`src/rtl/i2s_transmitter.sv`:
```
// i2s_transmitter: buffers one stereo frame from an AXI-Stream slave and shifts it out
// MSB-first in Philips I2S format, framed by sck/ws from the shared controller.
module i2s_transmitter #(
    parameter int DATA_WIDTH = 32
) (
    input  logic                  s_axis_aclk,
    input  logic                  s_axis_aresetn,
    input  logic                  s_axis_tvalid,
    output logic                  s_axis_tready,
    input  logic [DATA_WIDTH-1:0] s_axis_tdata,
    input  logic                  s_axis_tlast,
    input  logic                  sck,
    input  logic                  ws,
    output logic                  sd,
    output logic                  underflow,
    output logic                  misalign
);
    typedef enum logic [1:0] {FILL_EMPTY, FILL_HALF, FILL_FULL} fill_t;

    fill_t fill, fill_nxt;

    logic                  rdy_en;
    logic                  sck_q;
    logic                  ws_last;
    logic                  synced;
    logic                  load_pending;
    logic                  load_right;
    logic [DATA_WIDTH-1:0] next_left, next_right;
    logic [DATA_WIDTH-1:0] play_left, play_right;
    logic [DATA_WIDTH-1:0] shreg;
    logic [DATA_WIDTH-1:0] load_word;

    logic fall, left_start, right_start, run, consume, hs;
    logic store_left, store_right, beat_err;

    assign fall        = sck_q & ~sck;
    assign left_start  = fall & ws_last & ~ws;
    assign right_start = fall & ~ws_last & ws;
    // The syncing left start is itself treated as a frame start.
    assign run         = fall & (synced | left_start);
    assign consume     = left_start & (fill == FILL_FULL);
    assign load_word   = load_right ? play_right : play_left;

    assign s_axis_tready = rdy_en & (fill != FILL_FULL);
    assign hs            = s_axis_tvalid & s_axis_tready;

    always_ff @(posedge s_axis_aclk or negedge s_axis_aresetn) begin
        if (!s_axis_aresetn) begin
            fill <= FILL_EMPTY;
        end else begin
            fill <= fill_nxt;
        end
    end

    // Handshakes only happen outside FULL, and consumption only inside it, so the
    // two never collide; a frame completing on a start cycle waits for the next one.
    always_comb begin
        fill_nxt    = fill;
        store_left  = 1'b0;
        store_right = 1'b0;
        beat_err    = 1'b0;
        case (fill)
            FILL_EMPTY: begin
                if (hs) begin
                    if (s_axis_tlast) begin
                        beat_err = 1'b1;
                    end else begin
                        store_left = 1'b1;
                        fill_nxt   = FILL_HALF;
                    end
                end
            end
            FILL_HALF: begin
                if (hs) begin
                    store_right = 1'b1;
                    beat_err    = ~s_axis_tlast;
                    fill_nxt    = FILL_FULL;
                end
            end
            FILL_FULL: begin
                if (consume) begin
                    fill_nxt = FILL_EMPTY;
                end
            end
            default: fill_nxt = FILL_EMPTY;
        endcase
    end

    always_ff @(posedge s_axis_aclk or negedge s_axis_aresetn) begin
        if (!s_axis_aresetn) begin
            rdy_en       <= 1'b0;
            sck_q        <= 1'b0;
            ws_last      <= 1'b0;
            synced       <= 1'b0;
            load_pending <= 1'b0;
            load_right   <= 1'b0;
            next_left    <= '0;
            next_right   <= '0;
            play_left    <= '0;
            play_right   <= '0;
            shreg        <= '0;
            sd           <= 1'b0;
            underflow    <= 1'b0;
            misalign     <= 1'b0;
        end else begin
            rdy_en    <= 1'b1;
            sck_q     <= sck;
            underflow <= 1'b0;
            misalign  <= beat_err;

            if (store_left) begin
                next_left <= s_axis_tdata;
            end
            if (store_right) begin
                next_right <= s_axis_tdata;
            end
            if (fall) begin
                ws_last <= ws;
            end

            if (left_start) begin
                synced    <= 1'b1;
                underflow <= ~consume;
                if (consume) begin
                    play_left  <= next_left;
                    play_right <= next_right;
                end else begin
                    play_left  <= '0;
                    play_right <= '0;
                end
            end

            // A slot's MSB goes out one bit event after its ws edge (I2S one-bit delay).
            if (run) begin
                if (load_pending) begin
                    sd    <= load_word[DATA_WIDTH-1];
                    shreg <= load_word << 1;
                end else begin
                    sd    <= shreg[DATA_WIDTH-1];
                    shreg <= shreg << 1;
                end
                load_pending <= left_start | right_start;
                load_right   <= right_start;
            end
        end
    end
endmodule
```
`config.mk`:
```
export PLATFORM = sky130hd
export DESIGN_NAME = i2s_transmitter
export DESIGN_NICKNAME = d
export VERILOG_FILES = /design/src/rtl/i2s_transmitter.sv
export SDC_FILE = /design/constraint.sdc
export NUM_CORES = 1
export LEC_CHECK = 0
export BUFFER_PORTS_ARGS = -buffer_cell sky130_fd_sc_hd__clkbuf_2
export CELL_PAD_IN_SITES_DETAIL_PLACEMENT = 1
export CELL_PAD_IN_SITES_GLOBAL_PLACEMENT = 1
export CORE_MARGIN = 2
export CORE_UTILIZATION = 35
export CTS_BUF_LIST = sky130_fd_sc_hd__clkbuf_2 sky130_fd_sc_hd__clkbuf_4 sky130_fd_sc_hd__clkbuf_8
export DETAILED_ROUTE_END_ITERATION = 16
export PLACE_DENSITY = 0.56
export SLEW_MARGIN = 20
export SYNTH_ARGS = -nofsm -noshare
export SYNTH_HDL_FRONTEND = slang
export SYNTH_SLANG_ARGS = --single-unit
```
`constraint.sdc`:
```
create_clock -name s_axis_aclk -period 2.9 [get_ports s_axis_aclk]
set_clock_uncertainty 0.15 [all_clocks]
set_input_delay 0.145 -clock s_axis_aclk [delete_from_list [all_inputs] [get_ports s_axis_aclk]]
set_output_delay 0.145 -clock s_axis_aclk [all_outputs]
set_load 0.01 [all_outputs]
```
==> results_dict.tcl <==
set metrics [dict create \
    final_common_cell "dfrtp_1" \
    multi_input_area_um2 2546 \
    post_synth_main_area_contributors "dfrtp_1, mux2_2, a22o_1" \
    drv_slew 0 \
    grt_use_total 0.1452 \
    hpwl_um 8541 \
    worst-slew-pin-transition_ns 0.8280 \
    place_ws_ns 0.5946 \
    dr.pass1.iters 4 \
    hp-class "input pin to async pin" \
    cts_tree "built" \
    fin_setup_tns_ns 0 \
    core_area_um2 19460 \
    crit_start "fill[0]" \
    die_h_um 145.0 \
    grt_start_max_net_pins 88 \
    postSynthRegisterBits 170 \
    syn-cell-area_um2 6957 \
    rrSetupSlack_ns 0.61 \
    holdWs_ns 0.1798 \
    design_area_um2 8200 \
    irDropWorstVdd_v 0.0002798 \
    syn_avg_cell_area_um2 14.28 \
    regArea_um2 4257 \
    first_iter_violations 155 \
    area_growth_syn_to_layout_pct 17.88 \
    fin_util 0.4213 \
    synthCells 487 \
    routed_via_density 4.841 \
    ys_types 25 \
    hold_viol 0 \
    nets 599 \
    antenna_found_initial 0 \
    postRouteAntennaNets 0 \
    cp-start-kind "register" \
    ys_seq_area_frac 0.6115 \
    path_class "register to register" \
    drive_above_1_share 0.3264 \
    wl_um 14160 \
    layout_common_cells "dfrtp_1, mux2_2, a22o_1, clkbuf_2, dlygate4sd3_1" \
    fill_cells 2015 \
    yosysTopAreaCellShare 0.6115 \
    slew_headroom 0.4480 \
    worstPathArrival_ns 2.47 \
    start_util 0.3574 \
    synth_warnings 0 \
    htree_levels 4 \
    grt_setup_unrepaired "no" \
    die_area_um2 21020 \
    cts_root_buf "clkbuf_8" \
    place_area_um2 7477 \
    p_per_area_nw_per_um2 851.3 \
    setup_slack_ns 0.6088 \
    outcome "completed" \
    p_leak_nw 3.823 \
    setup_viol 0 \
    grt_pass1_wl_um 24380 \
    wl_per_cell_um 16.89 \
    post_cts.repair.setup_buffers 0 \
    regToRegStartpoint "fill[0]" \
    cts_buffer_depth 2 \
    r2r_cells 3 \
    finalCriticalPeriod_ns 2.291 \
    ios 42 \
    yosysTopAreaCell "dfrtp_1" \
    grt_pass1_vias 4581 \
    port_buffers 41 \
    dp.cells 770 \
    reg2reg_to "next_left[10]" \
    n_antenna_cell 0 \
    clkSinkCount 170 \
    via_count 4057 \
    clk_pin_slew_ns 0.08 \
    cp-end-kind "register" \
    drv_cap 0 \
    syn_nets 525 \
    crit_fanout 15 \
    finalCritPeriodShare 0.7901 \
    ctsResizeCount 0 \
    fmax_mhz 436.5 \
    cts_buffers 17 \
    clkLatencyLatePin_ns 0.45 \
    drc 0 \
    num_rows 51 \
    cp.required_ns 3.08 \
    ctsHoldBuffers 37 \
    dieWidth_um 145.0 \
    stdcell_count 838 \
    gp_congestion 0.6635 \
    grt-ovfl-total 0 \
    total_power_mw 6.981 \
]
-- per-layer routing --
layer  track usage  vias to the layer above  part of all wire
met1        0.2024                     2083              0.51
li1              -                     1916                 -
met4       0.04752                        0             0.014
met5             0                        -                 0
met2        0.2271                       44              0.45
met3       0.03050                       14             0.021
-- cell usage after synthesis --
library cell	count
nor2_1	34
nor2_2	1
and2_1	1
mux2_4	30
o21bai_1	1
nand4b_1	1
xnor2_1	1
a22o_1	66
clkbuf_1	12
inv_1	1
nand4bb_1	1
nand2_1	3
a21oi_1	31
nand2b_1	2
buf_2	20
o21ai_1	1
conb_1	1
o21ai_0	1
mux2_2	67
buf_6	3
mux2i_1	33
nor2b_1	4
or4_1	1
dfrtp_1	170
nor3_1	1
-- area by class of cell --
type,instances,area share
Clock inverter,9,0.009155
Inverter,1,0.0004577
Sequential cell,170,0.5191
Clock buffer,22,0.03387
Multi-Input combinational cell,281,0.3105
Tap cell,265,0.04043
Timing Repair Buffer,90,0.08651
-- cells by family after synthesis --
group	synth area share
xor gates and xnor gates	0.001259
buffers and inverters	0.02626
DFF	0.6115
other	0.0005391
muxes	0.2207
AOI/OAI and AO/OA	0.1079
and+or+nand+nor	0.03183
-- flip-flops by register name, summed over array words and instances (netlist names) --
register      flops
fill              2
load_pending      1
load_right        1
misalign          1
next_left        32
next_right       32
play_left        32
play_right       32
rdy_en            1
sck_q             1
sd                1
shreg            31
synced            1
underflow         1
ws_last           1
-- worst max-delay path by stage --
| stage | end | cells past startpoint |
|---|---|---|
| after floorplan | next_left[10] | 4 |
| after global placement | next_left[7] | 3 |
| after detailed placement | next_left[13] | 3 |
| after CTS | next_left[10] | 3 |
| after global routing | next_left[10] | 3 |
| final | next_left[10] | 3 |
-- critical path, stage by stage (launching register included) --
cell     delay, ns
dfrtp_1       0.44
or4_2         0.91
buf_4         0.33
mux2_4        0.33
-- where the power goes --
part / leakage (nW) / internal, mW / switching, mW
clock: 0.186 / 0.725 / 0.809
sequential: 2.17 / 3.22 / 0.501
combinational: 1.46 / 1.07 / 0.649
total: 3.82 / 5.02 / 1.96
Power figures use the tool's default switching activity.
